[src/rtl/mem_arbiter.sv]
// Round-robin arbiter sharing one memory port between the D-cache and I-cache clients.
// Requests and ready pass straight through; a read keeps the grant until its data returns.
//
// state     | meaning
// ----------+-----------------------------------------------------------
// S_IDLE    | arbitrate between the two ports using the rr pointer
// S_HOLD    | request issued but not yet accepted; grant frozen on owner
// S_WAIT_RD | read accepted; waiting for i_mem_valid to route data back
module mem_arbiter #(
    parameter int AW        = 32,
    parameter int DW        = 32,
    parameter int PRIO_INIT = 0
) (
    input  logic          i_clk,
    input  logic          i_rst_n,
    input  logic          i_d_ren,
    input  logic          i_d_wen,
    input  logic [AW-1:0] i_d_addr,
    input  logic [DW-1:0] i_d_wdata,
    output logic          o_d_ready,
    output logic          o_d_valid,
    input  logic          i_i_ren,
    input  logic          i_i_wen,
    input  logic [AW-1:0] i_i_addr,
    input  logic [DW-1:0] i_i_wdata,
    output logic          o_i_ready,
    output logic          o_i_valid,
    output logic [DW-1:0] o_rdata,
    output logic [AW-1:0] o_mem_addr,
    output logic          o_mem_ren,
    output logic          o_mem_wen,
    output logic [DW-1:0] o_mem_wdata,
    input  logic          i_mem_ready,
    input  logic [DW-1:0] i_mem_rdata,
    input  logic          i_mem_valid
);

    typedef enum logic [1:0] {
        S_IDLE    = 2'd0,
        S_HOLD    = 2'd1,
        S_WAIT_RD = 2'd2
    } state_t;

    localparam logic L_RR_INIT = (PRIO_INIT != 0);

    state_t        r_state;
    state_t        w_state_nxt;
    logic          r_rr;
    logic          w_rr_nxt;
    logic          r_owner;
    logic          w_owner_nxt;

    logic          w_d_req;
    logic          w_i_req;
    logic          w_win;
    logic          w_act;
    logic          w_acc;
    logic          w_wen;
    logic          w_ren;
    logic [AW-1:0] w_addr;
    logic [DW-1:0] w_wdata;
    logic          w_d_valid;
    logic          w_i_valid;

    assign w_d_req = i_d_ren | i_d_wen;
    assign w_i_req = i_i_ren | i_i_wen;

    always_ff @(posedge i_clk or negedge i_rst_n) begin
        if (!i_rst_n) begin
            r_state <= S_IDLE;
            r_rr    <= L_RR_INIT;
            r_owner <= 1'b0;
        end else begin
            r_state <= w_state_nxt;
            r_rr    <= w_rr_nxt;
            r_owner <= w_owner_nxt;
        end
    end

    // w_win: 0 selects the D port, 1 selects the I port
    always_comb begin
        w_state_nxt = r_state;
        w_rr_nxt    = r_rr;
        w_owner_nxt = r_owner;
        w_win       = r_owner;
        w_act       = 1'b0;
        w_d_valid   = 1'b0;
        w_i_valid   = 1'b0;

        case (r_state)
            S_IDLE: begin
                w_act = w_d_req | w_i_req;
                w_win = (w_d_req && w_i_req) ? r_rr : w_i_req;
            end
            S_HOLD: begin
                w_win = r_owner;
                w_act = r_owner ? w_i_req : w_d_req;
                if (!w_act) begin
                    w_state_nxt = S_IDLE;
                end
            end
            S_WAIT_RD: begin
                if (i_mem_valid) begin
                    w_d_valid   = ~r_owner;
                    w_i_valid   = r_owner;
                    w_rr_nxt    = ~r_owner;
                    w_state_nxt = S_IDLE;
                end
            end
            default: w_state_nxt = S_IDLE;
        endcase

        // A port raising ren and wen together is treated as a write.
        w_wen   = w_act & (w_win ? i_i_wen : i_d_wen);
        w_ren   = w_act & ~w_wen & (w_win ? i_i_ren : i_d_ren);
        w_addr  = w_act ? (w_win ? i_i_addr : i_d_addr) : '0;
        w_wdata = w_act ? (w_win ? i_i_wdata : i_d_wdata) : '0;
        w_acc   = w_act & i_mem_ready;

        if (w_act) begin
            if (w_acc && w_wen) begin
                w_rr_nxt    = ~w_win;
                w_state_nxt = S_IDLE;
            end else if (w_acc) begin
                w_owner_nxt = w_win;
                w_state_nxt = S_WAIT_RD;
            end else begin
                w_owner_nxt = w_win;
                w_state_nxt = S_HOLD;
            end
        end
    end

    // Outputs are forced low while reset is held, including the pass-through paths.
    assign o_mem_ren   = i_rst_n & w_ren;
    assign o_mem_wen   = i_rst_n & w_wen;
    assign o_mem_addr  = {AW{i_rst_n}} & w_addr;
    assign o_mem_wdata = {DW{i_rst_n}} & w_wdata;
    assign o_d_ready   = i_rst_n & w_acc & ~w_win;
    assign o_i_ready   = i_rst_n & w_acc & w_win;
    assign o_d_valid   = i_rst_n & w_d_valid;
    assign o_i_valid   = i_rst_n & w_i_valid;
    assign o_rdata     = {DW{i_rst_n}} & i_mem_rdata;

endmodule

[config.mk]
export PLATFORM = sky130hd
export DESIGN_NAME = mem_arbiter
export DESIGN_NICKNAME = d
export VERILOG_FILES = /design/src/rtl/mem_arbiter.sv
export SDC_FILE = /design/constraint.sdc
export NUM_CORES = 1
export LEC_CHECK = 0
export CORE_AREA = 2 2 104 106
export DETAILED_ROUTE_END_ITERATION = 8
export DIE_AREA = 0 0 106 108
export GPL_TIMING_DRIVEN = 0
export PLACE_DENSITY = 0.71
export SKIP_LAST_GASP = 1
export SLEW_MARGIN = 20
export SYNTH_ARGS = -nofsm -noshare
export SYNTH_HDL_FRONTEND = slang
export SYNTH_SLANG_ARGS = --single-unit
[constraint.sdc]
create_clock -name i_clk -period 2.65 [get_ports i_clk]
set_input_delay 0.53 -clock i_clk [delete_from_list [all_inputs] [get_ports i_clk]]
set_output_delay 0.53 -clock i_clk [all_outputs]
set_load 0.01 [all_outputs]
==> qor.txt, run 1 <==
result of the run -> completed
type of the worst min-delay path -> input port to async pin
hold_buf cts -> 0
Worst Skew -> 0.000587 ns
CTS sink count -> 4
top cell type by total area after synthesis -> sky130_fd_sc_hd__mux2i_1
Die Span X -> 106 um
crit path launch -> r_state[0]$_DFFE_PN0P_
die area -> 11400 um2
area taken by multi-input logic gates -> 1370 um2
number of diodes -> 0
GPL Wtd Cong -> 0.895
register clock-pin slew on the reported worst setup and hold paths -> 0.03 ns
Highest Clock Rate -> 384 MHz
residual overflow from global routing -> 0
Yosys top cell area share -> 0.427
placed cell area -> 4410 um2
sum of internal, switching and leakage power -> 2.48 mW
most frequent standard cell in the layout excluding fill and tap cells -> sky130_fd_sc_hd__clkdlybuf4s50_1
initial antenna violation count -> 0
max capacitance violation total -> 0
last element of the critical path -> o_mem_wdata[17]
Final Cycle Share -> 0.982
initial detailed-routing violation count -> 56
Tmin final -> 2.60 ns
cells after synthesis -> 219
level count of the clock H-tree -> 1
Unique masters post-synth -> 30
critical setup path kind -> register to output port
worst-skew pair later-pin latency -> 0.22 ns
final setup violation count -> 0
per-cell via count in the routed design -> 4.16
highest-count cells in the layout ignoring fill and taps -> sky130_fd_sc_hd__clkdlybuf4s50_1, sky130_fd_sc_hd__nor2_1, sky130_fd_sc_hd__mux2i_1
slew at the pin closest to its max-slew limit -> 0.411 ns
layout cells sized above 1 -> 0.209
nets@finish -> 672
number of ports placed on the die boundary -> 270
number of cells on the worst reg-to-reg path -> 6
largest net degree at the start of global routing -> 12
routed wirelength normalized by instance count -> 14.0 um
number of fill cells -> 1063
number of global-route vias before repair -> 2636
number of max-slew violations in the final report -> 0
top cells by area, synth -> sky130_fd_sc_hd__mux2i_1, sky130_fd_sc_hd__nor2_1, sky130_fd_sc_hd__and2_1
sequential-to-total area share from yosys stat -> 0.0647
Core Footprint -> 10200 um2
buffers from clock root to sink, at most -> 2
wire length after detailed routing -> 8940 um
synthesis-to-finish area growth -> 185%
maximum fanout encountered on the critical timing path -> 10
Pre-Repair DR Iteration Count -> 4
number of design rule violations left after detail routing -> 0
HPWL Detailed -> 7820 um
Critical Path RT -> 2.12 ns
Power Dens Cells -> 562 nW/um2
CP arrival -> 2.07 ns
RSZ-0062 raised after global routing -> true
post-route cell area -> 4410 um2
TritonCTS clock tree -> built
Slew Limit Headroom -> 0.726
maximum resistive drop on vdd -> 0.000201 V
Site Rows -> 37
count of warnings emitted by yosys -> 0
CTS Buf Count -> 3
synthesized netlist net count -> 387
All-Layer GR Usage -> 0.145
initial cell density of the core -> 0.151
register bit total from synthesis -> 4
slack of the worst reg-to-reg path -> 0.97 ns
Hold Fails Final Rpt -> 0
number of I/O port buffers -> 269
Synth Cell Area -> 1550 um2
Avg Cell Area, Syn -> 7.07 um2
leakage -> 2.11 nW
cell at the root of the clock tree -> sky130_fd_sc_hd__clkbuf_8
endpoint of the lowest-slack register-to-register path -> r_rr$_DFF_PN0_
DRT antenna net count -> 0
global-route wire length before repair -> 13300 um
kind of start point of the critical path -> register
Die Span Y -> 108 um
endpoint type of the worst setup path -> output port
FF+latch area -> 103 um2
via count -> 2653
Worst R2R Start -> r_state[1]$_DFFE_PN0P_
[metal layers]
layer,vias up,share of wire,track usage,routed length [um]
met2,135,0.55,0.284,4950
met4,0,0.020,0.0395,183
met1,1190,0.35,0.153,3130
li1,1315,-,-,-
met3,13,0.076,0.0356,679
met5,-,0,0,0
[metrics by stage]
step	util	hold WS, ns	std cells	setup WS, ns	TNS (ns)
finish	0.431	0.170	638	0.0482	0
global route	0.431	0.181	638	-0.0453	-0.0947
detailed placement	0.431	0.639	624	-0.857	-56.63
floorplan	-	0.234	219	0.406	0
CTS	0.436	0.375	638	-0.0566	-0.121
global placement	0.431	0.632	624	-0.834	-52.71
[final cells by class]
class,instances,area share
repair buffers,281,0.573
clock buffers,3,0.00937
flip-flops and latches,4,0.0233
plain buffers,18,0.0426
inverters,2,0.00170
multi-input cells,194,0.312
well taps,136,0.0386
[critical path: stages, from the launching register on]
cell and delay (ns):
sky130_fd_sc_hd__dfrtp_2 0.43, sky130_fd_sc_hd__nor2b_1 0.17, sky130_fd_sc_hd__a221oi_2 0.37, sky130_fd_sc_hd__nand2_2 0.14, sky130_fd_sc_hd__buf_8 0.16, sky130_fd_sc_hd__buf_4 0.13
sky130_fd_sc_hd__buf_6 0.13, sky130_fd_sc_hd__nor2_1 0.09, sky130_fd_sc_hd__clkdlybuf4s15_2 0.22
[where the power goes]
group,switching (mW),leakage (nW),total [mW],internal (mW)
logic,0.984,2.04,2.23,1.25
clock network,0.0327,0.0216,0.130,0.0969
registers,0.0290,0.0477,0.117,0.0877
total,1.05,2.11,2.48,1.43
[kinds of logic (layout without fill, tap and decap cells)]
logic type             Yosys count  count (layout)  synth area share
AND/OR/NAND/NOR                116             116             0.356
buffers and inverters           21             304            0.0808
flip-flops                       4               4            0.0647
AO/OA/AOI/OAI                   12              12            0.0720
multiplexers                    66              66             0.427
[worst min path at each step]
stage / to / slack [ns]
2_1_floorplan: r_owner$_DFFE_PN0P_ / 0.23
3_3_place_gp: r_rr$_DFF_PN0_ / 0.63
3_5_place_dp: r_rr$_DFF_PN0_ / 0.64
4_1_cts: r_rr$_DFF_PN0_ / 0.38
5_1_grt: r_rr$_DFF_PN0_ / 0.18
6_report: r_state[1]$_DFFE_PN0P_ / 0.17
[Yosys cell counts, drive strengths merged]
| cell type | count |
|---|---|
| o21ai | 1 |
| nand4b | 1 |
| nand2b | 2 |
| nand3b | 1 |
| o21ba | 1 |
| o32ai | 1 |
| nor3 | 2 |
| and4b | 1 |
| and2 | 32 |
| inv | 2 |
| dfrtp | 4 |
| o2bb2ai | 1 |
| mux2i | 66 |
| clkbuf | 7 |
| o211a | 1 |
| nand3 | 1 |
| nor2b | 2 |
| nand2 | 1 |
| a311oi | 1 |
| a221o | 1 |
| a2bb2oi | 1 |
| o41ai | 1 |
| o41a | 1 |
| nor2 | 72 |
| nor3b | 1 |
| a221oi | 1 |
| a31oi | 1 |
| buf | 12 |
[flip-flops by register name, indices dropped and copies added (netlist names)]
| signal | count |
|---|---|
| r_state | 2 |
| r_owner | 1 |
| r_rr | 1 |
[what timing repair did]
item | CTS | global route
gates cloned | 1 | 0
buffers inserted | 11 | 0
endpoints found under the setup margin | 99 | 78
pin swaps | 6 | 4
gates resized for setup | 211 | 64
endpoints found under the hold margin | 0 | 0
(Power assumes the default switching activity.)
==> run 2, diff against run 1 <==
- CTS_BUF_LIST: unset -> sky130_fd_sc_hd__clkbuf_4 sky130_fd_sc_hd__clkbuf_8
==> results of run 2 <==
The final DEF is identical to that of run 1; final timing and power are the same.
==> run 3, diff against run 2 <==
- CTS_BUF_LIST: sky130_fd_sc_hd__clkbuf_4 sky130_fd_sc_hd__clkbuf_8 -> sky130_fd_sc_hd__clkbuf_4
==> run 3 against run 2 <==
Largest cell class unchanged. Total power decreased by 0.67%. First-iteration DRC count decreased by 13%. Clock-buffer cell count unchanged.
==> qor.txt, run 3 (synthesized netlist as in run 1, its figures left out) <==
maximum resistive drop on vdd -> 0.000212 V (+5.3%)
CTS sink count -> 4 (unchanged)
Top reg by flops -> r_state
placed cell area -> 4410 um2 (unchanged)
Power Dens Cells -> 556 nW/um2 (-1.1%)
largest net degree at the start of global routing -> 12 (unchanged)
Setup WS pre-CTS -> -0.857 ns (unchanged)
Core Footprint -> 10200 um2 (unchanged)
RSZ-0062 raised after global routing -> true
HPWL Detailed -> 7820 um (unchanged)
slowest stage delay, CP -> 0.44 ns (about the same)
nets@finish -> 675 (+0.45%)
number of global-route vias before repair -> 2622 (-0.53%)
sum of internal, switching and leakage power -> 2.46 mW (-0.67%)
combinational share of power -> 0.923 (+0.022)
maximum fanout encountered on the critical timing path -> 10 (unchanged)
routed wirelength normalized by instance count -> 14.0 um (-0.45%)
residual overflow from global routing -> 0 (unchanged)
synthesis-to-finish area growth -> 186%
result of the run -> completed
Site Rows -> 37 (unchanged)
largest registers -> r_state (2), r_owner (1), r_rr (1)
Hold Fails Final Rpt -> 0 (unchanged)
initial cell density of the core -> 0.151 (unchanged)
relative contribution of the clock network to total power -> 0.030 (-0.022)
CTS Buf Count -> 3 (unchanged)
worst-skew pair later-pin latency -> 0.23 ns (about the same)
level count of the clock H-tree -> 1 (unchanged)
register clock-pin slew on the reported worst setup and hold paths -> 0.04 ns (about the same)
family of cells with the greatest summed delay on the critical path -> buffers and inverters
critical setup path kind -> register to output port
Die Span Y -> 108 um (unchanged)
Die Span X -> 106 um (unchanged)
wire length after detailed routing -> 8950 um (about the same)
Slew Limit Headroom -> 0.766 (+0.0403)
number of design rule violations left after detail routing -> 0 (unchanged)
switching power of the nets -> 1.04 mW (-0.17%)
per-cell via count in the routed design -> 4.18 (+0.43%)
max FFs per register -> 2 (unchanged)
final setup violation count -> 0 (unchanged)
Worst Skew -> 0.000646 ns (+0.0000595 ns)
Tmin final -> 2.59 ns (-0.00843 ns)
internal power -> 1.42 mW (-1.0%)
initial detailed-routing violation count -> 49 (-13%)
TritonCTS clock tree -> built
Sw Share -> 0.424 (+0.00214)
Worst path slowest cell -> sky130_fd_sc_hd__dfrtp_2
cells traversed along the worst timing path -> o2bb2ai_1 -> a221oi_2 -> nand2_2 -> buf_8 -> buf_4 -> buf_6 -> nor2_1 -> clkdlybuf4s15_2
GPL Wtd Cong -> 0.895 (unchanged)
number of cells on the critical path -> 8 (unchanged)
leakage -> 2.13 nW (+0.81%)
cell at the root of the clock tree -> sky130_fd_sc_hd__clkbuf_4
type of the worst min-delay path -> input port to async pin
endpoint type of the worst setup path -> output port
initial antenna violation count -> 0 (unchanged)
Pre-Repair DR Iteration Count -> 4 (unchanged)
number of cells on the worst reg-to-reg path -> 6 (unchanged)
setup TNS -> 0 ns (unchanged)
register share of total power -> 0.047 (about the same)
number of I/O port buffers -> 269 (unchanged)
Critical Path RT -> 2.12 ns (about the same)
number of max-slew violations in the final report -> 0 (unchanged)
max capacitance violation total -> 0 (unchanged)
die area -> 11400 um2 (unchanged)
Final Cycle Share -> 0.979 (-0.00318)
CP arrival -> 2.06 ns (about the same)
layout cells sized above 1 -> 0.214 (+0.00470)
global-route wire length before repair -> 13200 um (-0.47%)
kind of start point of the critical path -> register
hold_buf cts -> 0 (unchanged)
via count -> 2677 (+0.90%)
slew at the pin closest to its max-slew limit -> 0.346 ns (-0.0650 ns)
most frequent standard cell in the layout excluding fill and tap cells -> sky130_fd_sc_hd__clkdlybuf4s50_1
CP Buf/Inv Count -> 4 (unchanged)
DRT antenna net count -> 0 (unchanged)
number of ports placed on the die boundary -> 270 (unchanged)
post-route cell area -> 4420 um2 (+0.43%)
buffers from clock root to sink, at most -> 2 (unchanged)
All-Layer GR Usage -> 0.143 (-0.00127)
highest-count cells in the layout ignoring fill and taps -> sky130_fd_sc_hd__clkdlybuf4s50_1, sky130_fd_sc_hd__nor2_1, sky130_fd_sc_hd__mux2i_1
Final Worst Setup Slack -> 0.0566 ns (+0.00843 ns)
Highest Clock Rate -> 386 MHz (+0.32%)
number of diodes -> 0 (unchanged)
-- run 3: final cells by class --
class,instances,area (um2)
fillers,1072,5810
clock buffers,3,22.5
inverters,2,7.51
repair buffers,284,2550
plain buffers,18,193
well taps,136,170
multi-input cells,194,1380
flip-flops and latches,4,103
-- run 3: worst paths after layout --
| check | slack (ns) | startpoint | to |
|---|---|---|---|
| setup / recovery | 0.06 | r_owner$_DFFE_PN0P_ | o_mem_wdata[17] |
| hold / removal | 0.16 | i_rst_n | r_state[1]$_DFFE_PN0P_ |
| setup reg to reg | 0.99 | r_state[1]$_DFFE_PN0P_ | r_rr$_DFF_PN0_ |
| hold reg to reg | 0.66 | r_rr$_DFF_PN0_ | r_rr$_DFF_PN0_ |
| max in group asynchronous | 2.27 | i_rst_n | r_owner$_DFFE_PN0P_ |
| min in group i_clk | 0.60 | i_d_wen | r_rr$_DFF_PN0_ |
-- run 3: power groups by stage --
stage / Sequential (mW) / Combinational, mW / Clock [mW]
2_1_floorplan: 0.104 / 1.15 / 0
3_3_place_gp: 0.112 / 2.09 / 0
3_5_place_dp: 0.114 / 2.11 / 0
4_1_cts: 0.113 / 2.23 / 0.0774
5_1_grt: 0.119 / 2.44 / 0.0833
6_report: 0.116 / 2.27 / 0.0732
-- run 3: repair_timing --
item	in CTS	in global routing
buffers inserted	12	2
gates resized for setup	212	66
setup endpoints to repair	99	90
cloned	1	0
pin swaps	6	4
-- run 3: per-layer routing --
metal	part of all wire	global-route usage	vias to the layer above
li1	-	-	1325
met1	0.35	0.155	1209
met2	0.56	0.283	133
met3	0.073	0.0307	10
met4	0.018	0.0348	0
met5	0	0	-
-- run 3: metrics by stage --
step,hold slack (ns),utilization,std cells
finish,0.159,0.432,641
global placement,0.632,0.431,624
detailed placement,0.639,0.431,624
CTS,0.353,0.435,639
global route,0.163,0.432,641
floorplan,0.234,-,219
